[config.mk]
export PLATFORM = sky130hd
export DESIGN_NAME = noise_floor_tracker
export DESIGN_NICKNAME = d
export VERILOG_FILES = /design/src/rtl/noise_floor_tracker.sv
export SDC_FILE = /design/constraint.sdc
export NUM_CORES = 1
export LEC_CHECK = 0
export ABC_AREA = 1
export ABC_CLOCK_PERIOD_IN_PS = 6800
export CORE_ASPECT_RATIO = 0.6
export CORE_MARGIN = 2
export CORE_UTILIZATION = 64
export CTS_CLUSTER_DIAMETER = 150
export CTS_CLUSTER_SIZE = 20
export DETAILED_ROUTE_END_ITERATION = 6
export PLACE_DENSITY_LB_ADDON = 0.05
export SYNTH_ARGS = -nofsm -noshare
export SYNTH_HDL_FRONTEND = slang
export SYNTH_SLANG_ARGS = --single-unit
[constraint.sdc]
create_clock -name clk -period 6.8 [get_ports clk]
set_input_delay 1.36 -clock clk [delete_from_list [all_inputs] [get_ports clk]]
set_output_delay 1.36 -clock clk [all_outputs]
set_load 0.03 [all_outputs]
[src/rtl/noise_floor_tracker.sv]
// noise_floor_tracker: sliding-window mean of offset-binary samples plus a saturating detection threshold.
// Optional outlier clip in TRACK when NFE_OUTLIER_CLIP_EN is defined.
module noise_floor_tracker #(
    parameter int W           = 16,
    parameter int LOG2_N      = 4,
    parameter int CLIP_MARGIN = 4096
) (
    input  logic         clk,
    input  logic         rst,
    input  logic         din_valid_i,
    input  logic [W-1:0] din_i,
    input  logic         freeze_i,
    input  logic         flush_i,
    input  logic [W-1:0] thr_offset_i,
    output logic [W-1:0] mean_o,
    output logic [W-1:0] threshold_o,
    output logic         mean_valid_o,
    output logic         dout_valid_o,
    output logic         thr_sat_o,
    output logic         clip_hit_o
);
    localparam int N  = 1 << LOG2_N;
    localparam int SW = W + LOG2_N;
    typedef enum logic {FILL, TRACK} state_t;
    state_t                state_q, state_d;
    logic [N-1:0][W-1:0]   taps_q;
    logic [SW-1:0]         sum_q, sum_d;
    logic [LOG2_N:0]       cnt_q, cnt_d;
    logic [W-1:0]          mean_q, mean_d, thr_q, thr_d, u, enter;
    logic [W:0]            thr_sum;
    logic                  dv_q, sat_q, clip_q, accept, clip;
`ifdef NFE_OUTLIER_CLIP_EN
    logic [W:0]            lim;
`else
    logic                  unused_margin;
    assign unused_margin = ^CLIP_MARGIN;
`endif
    always_comb begin
        u      = {~din_i[W-1], din_i[W-2:0]};
        accept = din_valid_i && !freeze_i && !flush_i;
`ifdef NFE_OUTLIER_CLIP_EN
        lim    = {1'b0, mean_q} + (W+1)'(CLIP_MARGIN);
        clip   = (state_q == TRACK) && ({1'b0, u} > lim);
        enter  = clip ? (lim[W] ? '1 : lim[W-1:0]) : u;
`else
        clip   = 1'b0;
        enter  = u;
`endif
        // the oldest tap leaves as the new value enters, so the sum never exceeds N*(2^W-1)
        sum_d   = sum_q + SW'(enter) - SW'(taps_q[N-1]);
        mean_d  = sum_d[SW-1:LOG2_N];
        thr_sum = {1'b0, mean_d} + {1'b0, thr_offset_i};
        thr_d   = thr_sum[W] ? '1 : thr_sum[W-1:0];
        cnt_d   = cnt_q + (LOG2_N+1)'(state_q == FILL);
        state_d = flush_i ? FILL
                : (accept && state_q == FILL && cnt_q == (LOG2_N+1)'(N-1)) ? TRACK
                : state_q;
    end
    always_ff @(posedge clk) begin
        if (!rst) begin
            state_q <= FILL;
            taps_q  <= '0;
            sum_q   <= '0;
            cnt_q   <= '0;
            mean_q  <= '0;
            thr_q   <= '0;
            dv_q    <= 1'b0;
            sat_q   <= 1'b0;
            clip_q  <= 1'b0;
        end else begin
            state_q <= state_d;
            dv_q    <= accept;
            clip_q  <= accept && clip;
            if (flush_i) begin
                taps_q <= '0;
                sum_q  <= '0;
                cnt_q  <= '0;
                sat_q  <= 1'b0;
            end else if (accept) begin
                taps_q <= {taps_q[N-2:0], enter};
                sum_q  <= sum_d;
                cnt_q  <= cnt_d;
                mean_q <= mean_d;
                thr_q  <= thr_d;
                sat_q  <= thr_sum[W];
            end
        end
    end
    assign mean_o       = mean_q;
    assign threshold_o  = thr_q;
    assign mean_valid_o = state_q == TRACK;
    assign dout_valid_o = dv_q;
    assign thr_sat_o    = sat_q;
    assign clip_hit_o   = clip_q;
endmodule

# == Word-level counts from Yosys, hierarchy flattened ==
# Cells that the tools add are included.
# word_totals
reg_bits,316
output_inout_bits,36
# op_classes
eq_ne,1
muxes,1
bitwise_logic,4
addsub,4
reduce_logical,8
# ops
operator,n
adder 20 x 16 -> 20 bit,1
subtractor 20 x 16 -> 20 bit,1
adder 16 x 16 -> 17 bit,1
2-to-1 mux 16 bit,1
adder 5 x 1 -> 5 bit,1
== test 5 x 4 -> 1 bit (second input constant),1
logical AND 1 bit,4
inverter 1 bit,4
zero test 1 bit,2
AND reduction 2 bit,1
OR reduction 2 bit,1

# == Logic depth before layout (Yosys ltp) ==
# Gate-level depths: netlist (run 1).
# logic_depth
depth_word,5
depth_mapped,25
mapped_depth_nobuf,25

# == Worst setup path after synthesis (run 1) ==
# Ideal clock, no wire load.
# synth_path
path_kind,input to register
start,input din_i[7]
end,"register thr_q[12], in the netlist threshold_o[12]"
arrival_time_ns,4.281
path_stages,23
required_time_ns,6.683
setup_ns,0.117
path_buffers,1
slack_ns,2.401
cell_sequence,inv_1 -> fa_1 -> inv_1 -> ha_1 -> nand2_2 -> inv_1 -> a21oi_2 -> nand3_2 -> nand2_1 -> inv_1 -> or2_2 -> ha_1 -> nand2_1 -> nand2_1 -> inv_1 -> nor2_1 -> nor2_1 -> nand2_2 -> nand3_1 -> nand3_2 -> buf_6 -> nor2_1 -> nor2_1
# synth_via
elab_chain_cells,4
# synth_lines
element,line,text
start: declaration,11,"input logic [W-1:0] din_i,"
adder 20 x 16 -> 20 bit,50,sum_d = sum_q + SW'(enter) - SW'(taps_q[N-1]);
subtractor 20 x 16 -> 20 bit,50,
via sum_d[9],27,"logic [SW-1:0] sum_q, sum_d;"
adder 16 x 16 -> 17 bit,52,"thr_sum = {1'b0, mean_d} + {1'b0, thr_offset_i};"
2-to-1 mux 16 bit,53,thr_d = thr_sum[W] ? '1 : thr_sum[W-1:0];
end signal: assignment,84,thr_q <= thr_d;
end: declaration,29,"logic [W-1:0] mean_q, mean_d, thr_q, thr_d, u, enter;"
# The timed path passes the listed nets, and every way through them passes these cells.
# A chain may end at the register's enable or synchronous reset.

# == Worst setup path after layout (run 1) ==
# layout_path
start,input din_i[1]
end,"register thr_q[14], in the netlist threshold_o[14]"
# Same word-level chain as after synthesis.

==> reports/metrics.cfg, run 1 <==
[cells_and_area]
most-common-layout-cells=nor2_1, dfxtp_1, o21ai_0
area_growth_pct=8.92
multi_input_area_um2=6070
stdcell_count=2048
diodes=0
utilization=0.720
drive_gt1_frac=0.0315
final_area_um2=14600
layout_commonest_cell=nor2_1
fillCellCount=1679
regArea_um2=6330
nNetsFinal=1870

[clock_network]
postCtsSetupRepairBufs=0
cts_buffers=19
cts_tree=done
clkSlewWorstSetupHoldPaths_ns=0.09
root_buffer=clkbuf_16
cts_resized=0
cts_hold_buf=0
clock_latency_ns=0.50
cts_buffer_depth=3
cts_sinks=316
cts.htree.levels=1

[global_routing]
grt_usage=0.264
grt_overflow=0
grt_start_max_net_pins=266
antenna_found_initial=1
grt_pass1_vias=9745
grt_pass1_wl_mm=47.8

[place]
dp_hpwl_mm=19.4
postPlaceCellArea_um2=14000
portBuffers=71
dp.cells=2028
gp_congestion=0.962

[setup_path]
critical_path.slowest_cell=fa_1
crit_path_frequent_cell=nand2_1
worstRegToRegCells=22
slowest_delay_ns=0.53
cp-end-kind=flop
critical_path.max_fanout=5
regToRegEndpoint=threshold_o[14]$_SDFFE_PN0P_
start_kind=input pin
rr_startpoint=sum_q[1]$_SDFFE_PP0P_
worstPathRequired_ns=7.19
arrival_ns=5.58
path_class=input pin to flop
reg2reg_slack_ns=2.78
path_cells=clkdlybuf4s50_1, inv_1, fa_1, inv_1, fa_1, nand3_1, nand3_1, nand2_1, nand2_1, a21oi_1, nand2_1, and2_1, ha_1, nand2_1, inv_1, a21oi_1, nor2_1, nor2_1, nand2_1, nand2_1, nand2_1, nor2_1, nor2_1

[yosys]
yosysSeqAreaShare=0.474
yosys_warnings=0
avgSynthCellArea_um2=7.52
synth_nets=1870
ys.flop_type=dfxtp_1
async_reset_ff_frac=0
synth_area_um2=13400
synth_edf_count=0
synth_cell_types=39
netlist_instances=1776
synth-seq-cells=316

[timing]
finalClockSkew_ns=0.0183
slew_violations=0
finalCritPeriodShare=0.762
finalHoldViolCount=0
fin_setup_tns_ns=0
worst_slew_pin_slew_ns=1.19
slew_headroom=0.206
max_freq_mhz=193
min_period_ns=5.18
setup_viol=0
rsz0062_at_grt=no

[power]
p_int_mw=2.72
pwr-share-seq=0.507
ir_worst_vdd_mv=0.179
power.density_nw_per_um2=264
power_frac_clock=0.291
p_total_mw=3.84
p_leak_nw=6.68
sw_frac_of_total=0.293
p_sw_mw=1.13
combPwrFrac=0.203

[hold_path]
min_to=taps_q[41]$_SDFFE_PP0P_
worstHoldPathCells=2
hold_start=taps_q[25]$_SDFFE_PP0P_
min_path_type=flop to flop

[detailed_routing]
wirelength_mm=29.3
vias=11200
avgRoutedWirePerCell_um=14.3
viasPerCell=5.45
drtPass1Iterations=7
drtIter0Drc=1123
drc=0
ant_nets=0

[floorplan]
core-area_um2=20200
start_util=0.661
rows=40
dieWidth_um=191
boundaryPins=73
die_area_um2=22100
die_h_um=116

[outcome]
status=finished clean

[flow_run]
drv_cap=0

flip-flops by register name (all words and copies together) (netlist names):
name / cells
sum_q: 20
thr_sat_o: 1
mean_valid_o: 1
cnt_q: 5
dout_valid_o: 1
mean_o: 16
threshold_o: 16
taps_q: 256
area by class of cell:
| class | instances | share of cell area |
|---|---|---|
| flip-flops and latches | 316 | 0.435 |
| multi-input cells | 1218 | 0.417 |
| repair buffers | 77 | 0.0528 |
| inverters | 144 | 0.0371 |
| clock buffers | 19 | 0.0327 |
| well taps | 273 | 0.0235 |
| clock inverters | 1 | 0.00206 |
kinds of logic (layout without fill, tap and decap cells):
kind of cell | count (synthesis) | in the layout | synth area share
AND/OR/NAND/NOR | 728 | 728 | 0.220
AO/OA/AOI/OAI | 414 | 414 | 0.157
flip-flops | 316 | 316 | 0.474
buffers and inverters | 242 | 241 | 0.0732
adder cells (fa/ha/maj) | 57 | 57 | 0.0629
XOR/XNOR | 18 | 18 | 0.0129
other | 1 | 1 | 0.000281
per-layer routing:
layer	global-route usage	vias up	wire, um
li1	-	5638	-
met1	0.412	5207	14800
met2	0.396	281	12200
met3	0.0336	32	1830
met4	0.0413	2	371
met5	0	-	13
cells in the mapped netlist, drive strengths merged, types with 16 or more instances:
cell	instances	area [um2]
xor2	16	155
clkbuf	50	189
inv	143	537
nor2	486	1840
nand2	173	667
o21ai	286	1440
fa	17	340
buf	48	249
dfxtp	316	6330
ha	40	500
nand3	43	255
a21oi	120	604
worst max-delay path: cells and delay by family:
family | cells | cell delay, ns
AOI/OAI and AO/OA | 2 | 0.53
adders and majority gates | 3 | 1.41
and+or+nand+nor | 14 | 1.56
buffers and inverters | 4 | 0.71
power by group through the flow:
stage	logic (mW)	registers, mW	clock network (mW)
final	0.779	1.95	1.12
after global routing	0.868	1.95	1.19
after CTS	0.763	1.95	1.13
after detailed placement	0.758	1.99	0
after global placement	0.753	1.99	0
after floorplan	0.522	2.01	0
per-stage QoR:
step           hold slack (ns)  setup WS [ns]
2_1_floorplan            0.429           2.40
3_3_place_gp             0.440           1.21
3_5_place_dp             0.447           1.22
4_1_cts                  0.458           1.72
5_1_grt                  0.476           1.33
6_report                 0.451           1.62
worst max-delay path by stage:
stage,end,from,depth (start not counted),slack [ns]
CTS,threshold_o[14]$_SDFFE_PN0P_,din_i[1],23,1.72
finish,threshold_o[14]$_SDFFE_PN0P_,din_i[1],23,1.62
floorplan,threshold_o[12]$_SDFFE_PN0P_,din_i[7],23,2.40
detailed placement,threshold_o[14]$_SDFFE_PN0P_,din_i[1],23,1.22
global placement,threshold_o[14]$_SDFFE_PN0P_,din_i[1],23,1.21
global route,threshold_o[14]$_SDFFE_PN0P_,din_i[1],24,1.33
No activity file was read; power rests on OpenSTA's default activity.
==> run 2, diff against run 1 <==
ABC_CLOCK_PERIOD_IN_PS = 5100   (was 6800)
CORE_UTILIZATION = 60   (was 64)
clock period = 5.1 ns   (was 6.8 ns; I/O delays follow)
==> reports/metrics.cfg, run 2 (synthesis gave the netlist of run 1 again) <==
[hold_path]
hold_start=taps_q[27]$_SDFFE_PP0P_
worstHoldPathCells=2  ; unchanged
min_path_type=flop to flop
min_to=taps_q[27]$_SDFFE_PP0P_

[clock_network]
cts_resized=0  ; unchanged
cts_hold_buf=0  ; unchanged
postCtsSetupRepairBufs=0  ; unchanged
clock_latency_ns=0.51  ; about the same
cts.htree.levels=1  ; unchanged
cts_sinks=316  ; unchanged
clkSlewWorstSetupHoldPaths_ns=0.09  ; about the same
root_buffer=clkbuf_16
cts_buffers=19  ; unchanged
cts_buffer_depth=3  ; unchanged
cts_tree=done

[timing]
holdWs_ns=0.457  ; +0.00568 ns
finalHoldViolCount=0  ; unchanged
setup_viol=0  ; unchanged
fin_ws_ns=0.408  ; -1.21 ns
worst_slew_pin_slew_ns=1.10  ; -0.0925 ns
slew_headroom=0.268  ; +0.0617
max_freq_mhz=213
finalCritPeriodShare=0.920
slew_violations=0  ; unchanged
finalClockSkew_ns=0.0173  ; -0.000991 ns
rsz0062_at_grt=no
min_period_ns=4.69
fin_setup_tns_ns=0  ; unchanged

[setup_path]
reg2reg_slack_ns=1.14  ; -1.64 ns
critical_path.slowest_cell=fa_1
path_class=input pin to flop
arrival_ns=5.08  ; -0.50 ns
cp-end-kind=flop
slowest_delay_ns=0.54  ; about the same
regToRegEndpoint=threshold_o[2]$_SDFFE_PN0P_
start_kind=input pin
path_cells=clkdlybuf4s50_1, inv_1, fa_1, inv_1, ha_1, nand2_1, inv_1, a21oi_1, nand3_1, or2_2, and2_1, ha_1, nand2_1, nor2_1, nor2_1, nand2_2, nand3_1, nand3_2, inv_1, a21oi_1
rr_startpoint=sum_q[8]$_SDFFE_PP0P_
crit_path_frequent_cell=inv_1
worstPathRequired_ns=5.49  ; -1.70 ns
worstRegToRegCells=19  ; -14%
critical_path.max_fanout=14  ; +9

[floorplan]
die_area_um2=23500  ; +6.5%
dieWidth_um=197  ; +3.2%
start_util=0.608  ; -0.0525
boundaryPins=73  ; unchanged
core-area_um2=22000  ; +8.6%
rows=42  ; +5.0%
die_h_um=120  ; +3.2%

[global_routing]
globalRouteMet3Util=0.0405  ; +0.00686
grt_start_max_net_pins=266  ; unchanged
grt_pass1_wl_mm=49.1  ; +2.7%
gr-usage-met1=0.400  ; -0.0122
grt_usage=0.254  ; -0.00961
grt.busiest_layer=met1
grt_pass1_vias=9920  ; +1.8%
antenna_found_initial=0  ; -1
use_met2=0.371  ; -0.0249
grt_overflow=0  ; unchanged

[detailed_routing]
drc=0  ; unchanged
viasPerCell=5.36  ; -1.6%
vias=11100  ; -0.30%
drtIter0Drc=893  ; -20%
drtPass1Iterations=6  ; -1
ant_nets=0  ; unchanged
avgRoutedWirePerCell_um=14.4  ; +0.59%
wirelength_mm=29.8  ; +2.0%

[power]
p_sw_mw=1.50  ; +34%
p_leak_nw=6.77  ; +1.3%
combPwrFrac=0.211  ; +0.008
p_int_mw=3.66  ; +35%
pwr-share-seq=0.503  ; -0.004
sw_frac_of_total=0.291  ; -0.00152
power_frac_clock=0.286  ; -0.005
ir_worst_vdd_mv=0.268  ; +50%
power.density_nw_per_um2=351  ; +33%
p_total_mw=5.16  ; +34%

[cells_and_area]
drive_gt1_frac=0.0397  ; +0.00812
layout_commonest_cell=nor2_1
final_area_um2=14700  ; +1.1%
diodes=0  ; unchanged
largest_reg_flops=256  ; unchanged
largest_register=taps_q
stdcell_count=2076  ; +1.4%
utilization=0.670  ; -0.0496
reg_top3=taps_q: 256 flops, sum_q: 20 flops
nNetsFinal=1885  ; +0.80%
most-common-layout-cells=nor2_1, dfxtp_1, o21ai_0
area_growth_pct=10.2

[outcome]
status=finished clean

[place]
dp.cells=2056  ; +1.4%
postPlaceCellArea_um2=14200  ; +1.2%
dp_hpwl_mm=19.9  ; +2.3%
portBuffers=71  ; unchanged
gp_congestion=0.946  ; -1.6%
dp_slack_ns=-0.0697  ; -1.29 ns

[flow_run]
drv_cap=0  ; unchanged

run 2: cell types whose count changed in the layout (fill, tap and decap cells not counted), sizes merged:
cell  before  now
buf        6   21
run 2: metal layers:
layer	vias to the layer above	part of all wire	wire [um]
met3	23	0.057	1690
met2	230	0.41	12200
li1	5660	-	-
met4	0	0.011	315
met5	-	0	0
met1	5213	0.52	15600
run 2: how the worst max path moves through the flow:
| stage | start | end | slack (ns) | depth (start not counted) |
|---|---|---|---|---|
| final | din_i[8] | threshold_o[2]$_SDFFE_PN0P_ | 0.41 | 20 |
| after global routing | din_i[8] | threshold_o[2]$_SDFFE_PN0P_ | 0.14 | 20 |
| after CTS | din_i[8] | threshold_o[2]$_SDFFE_PN0P_ | 0.46 | 20 |
| after detailed placement | din_i[8] | threshold_o[2]$_SDFFE_PN0P_ | -0.07 | 20 |
| after global placement | din_i[8] | threshold_o[5]$_SDFFE_PN0P_ | -0.08 | 20 |
| after floorplan | din_i[7] | threshold_o[12]$_SDFFE_PN0P_ | 1.04 | 23 |
run 2: critical path: cells and delay by family:
family / cells / cell delay, ns
adders and majority gates: 3 / 1.27
AOI/OAI and AO/OA: 2 / 0.27
buffers and inverters: 5 / 0.84
and+or+nand+nor: 10 / 1.66
run 2: power by group through the flow:
stage | Clock, mW | Combinational, mW | Sequential, mW
floorplan | 0 | 0.696 | 2.67
detailed placement | 0 | 1.07 | 2.65
global placement | 0 | 1.06 | 2.65
global route | 1.61 | 1.21 | 2.61
CTS | 1.52 | 1.07 | 2.59
finish | 1.47 | 1.09 | 2.60
run 2: layout make-up:
type                       count  area (um2)
multi-input combinational   1218        6070
timing repair buffer          92         918
clock inverter                 1        30.0
sequential                   316        6330
inverter                     144         541
tap                          286         358
fill                        1940        7250
clock buffer                  19         475
==> run 3, diff against run 2 <==
CORE_UTILIZATION = 45   (was 60)
==> reports/metrics.cfg, run 3 (synthesis gave the netlist of run 1 again) <==
[outcome]
status=finished clean

[floorplan]
dieWidth_um=226  ; +15%
rows=48  ; +14%
die_h_um=137  ; +15%
start_util=0.461  ; -0.147
die_area_um2=31100  ; +32%
boundaryPins=73  ; unchanged
core-area_um2=28900  ; +32%

[hold_path]
min_path_type=flop to flop
hold_start=taps_q[24]$_SDFFE_PP0P_

[cells_and_area]
area_growth_pct=11.6
diodes=0  ; unchanged
drive_gt1_frac=0.0461  ; +0.00640
nNetsFinal=1897  ; +0.64%
most-common-layout-cells=nor2_1, dfxtp_1, o21ai_0
largest_reg_flops=256  ; unchanged
largest_register=taps_q
reg_top3=taps_q: 256 flops, sum_q: 20 flops
fillCellCount=2898  ; +49%
final_area_um2=14900  ; +1.3%
layout_commonest_cell=nor2_1

[global_routing]
antenna_found_initial=0  ; unchanged
grt_overflow=0  ; unchanged
grt_pass1_vias=9815  ; -1.1%
grt_pass1_wl_mm=50.8  ; +3.5%
grt_usage=0.202  ; -0.0522
grt_start_max_net_pins=266  ; unchanged

[place]
gp_congestion=0.909  ; -3.9%
portBuffers=71  ; unchanged
dp_slack_ns=0.0224  ; +0.0922 ns
postPlaceCellArea_um2=14400  ; +1.4%
dp_hpwl_mm=20.5  ; +3.1%

[clock_network]
clkSlewWorstSetupHoldPaths_ns=0.09  ; about the same
postCtsSetupRepairBufs=0  ; unchanged
cts_buffers=19  ; unchanged
cts_tree=done
root_buffer=clkbuf_16
cts_buffer_depth=3  ; unchanged
clock_latency_ns=0.52  ; about the same
cts.htree.levels=1  ; unchanged
cts_hold_buf=0  ; unchanged
cts_sinks=316  ; unchanged
cts_resized=0  ; unchanged

[timing]
finalClockSkew_ns=0.0253  ; +0.00796 ns
finalCritPeriodShare=0.913  ; -0.00708
max_freq_mhz=215  ; +0.78%
rsz0062_at_grt=no
setup_viol=0  ; unchanged
slew_violations=0  ; unchanged
worst_slew_pin_slew_ns=1.08  ; -0.0213 ns
fin_ws_ns=0.444  ; +0.0361 ns
finalHoldViolCount=0  ; unchanged
slew_headroom=0.282  ; +0.0142
min_period_ns=4.66  ; -0.0361 ns

[setup_path]
worstPathRequired_ns=5.55  ; +0.06 ns
start_kind=input pin
crit_path_frequent_cell=inv_1
critical_path.max_fanout=8  ; -6
path_cells=clkdlybuf4s50_1, inv_1, fa_1, inv_1, fa_1, nand3_1, nand3_1, xor2_1, ha_1, inv_1, fa_1, o21ai_2, nand2_1, nand2_2, nand3_1, nand3_2, buf_4, o211ai_1, inv_1
cp-end-kind=flop
arrival_ns=5.10  ; +0.02 ns
path_class=input pin to flop
crit_start=din_i[1]
slowest_delay_ns=0.53  ; about the same
rr_startpoint=sum_q[12]$_SDFFE_PP0P_
critical_path.slowest_cell=fa_1

[detailed_routing]
viasPerCell=5.00  ; -6.7%
avgRoutedWirePerCell_um=14.2  ; -1.2%
wirelength_mm=31.3  ; +4.8%
ant_nets=0  ; unchanged
drc=0  ; unchanged
vias=11000  ; -1.0%
drtPass1Iterations=5  ; -1
drtIter0Drc=769  ; -14%

[power]
p_leak_nw=6.81  ; +0.62%
power.density_nw_per_um2=349  ; -0.37%
ir_worst_vdd_mv=0.246  ; -8.2%
p_total_mw=5.21  ; +0.95%

[flow_run]
drv_cap=0  ; unchanged

-- run 3: metal layers --
metal  part of all wire  routed length (um)  GRT usage
met3              0.051                1610     0.0407
met5                  0                   0          0
met2               0.39               12100      0.282
met4             0.0098                 305     0.0285
met1               0.55               17300      0.320
-- run 3: area by class of cell --
type                            count  area, um2  area share
Inverter                          144        541      0.0362
Timing Repair Buffer              104        971      0.0651
Sequential cell                   316       6330       0.424
Clock inverter                      1       30.0     0.00201
Multi-Input combinational cell   1218       6070       0.407
Tap cell                          400        500      0.0336
Clock buffer                       19        475      0.0319
-- run 3: path summary, 6_finish.rpt --
kind | to | slack [ns] | depth (start not counted)
worst max-delay path | thr_sat_o$_SDFFE_PP0P_ | 0.44 | 19
worst min-delay path | taps_q[24]$_SDFFE_PP0P_ | 0.46 | 2
worst max register to register | thr_sat_o$_SDFFE_PP0P_ | 1.20 | 22
worst min register to register | taps_q[24]$_SDFFE_PP0P_ | 0.46 | 2
-- run 3: critical path, delay by kind of cell --
family,cells,cell delay (ns)
buf+inv,6,1.02
xor+xnor,1,0.43
compound gates,2,0.35
simple gates,6,0.64
fa+ha+maj,4,1.65
-- run 3: stage by stage --
step                      instances  setup TNS [ns]  hold WS, ns   util
final                          2202               0        0.456  0.515
after global routing           2202               0        0.479  0.515
after CTS                      2202               0        0.461  0.515
after detailed placement       2182               0        0.446  0.498
after global placement         2182        -0.00693        0.442  0.498
after floorplan                1776               0        0.429      -
-- run 3: where the power goes --
group	internal (mW)	leakage, nW	switching [mW]
Sequential	2.55	2.57	0.0413
Clock	0.718	0.248	0.789
Combinational	0.401	3.99	0.708
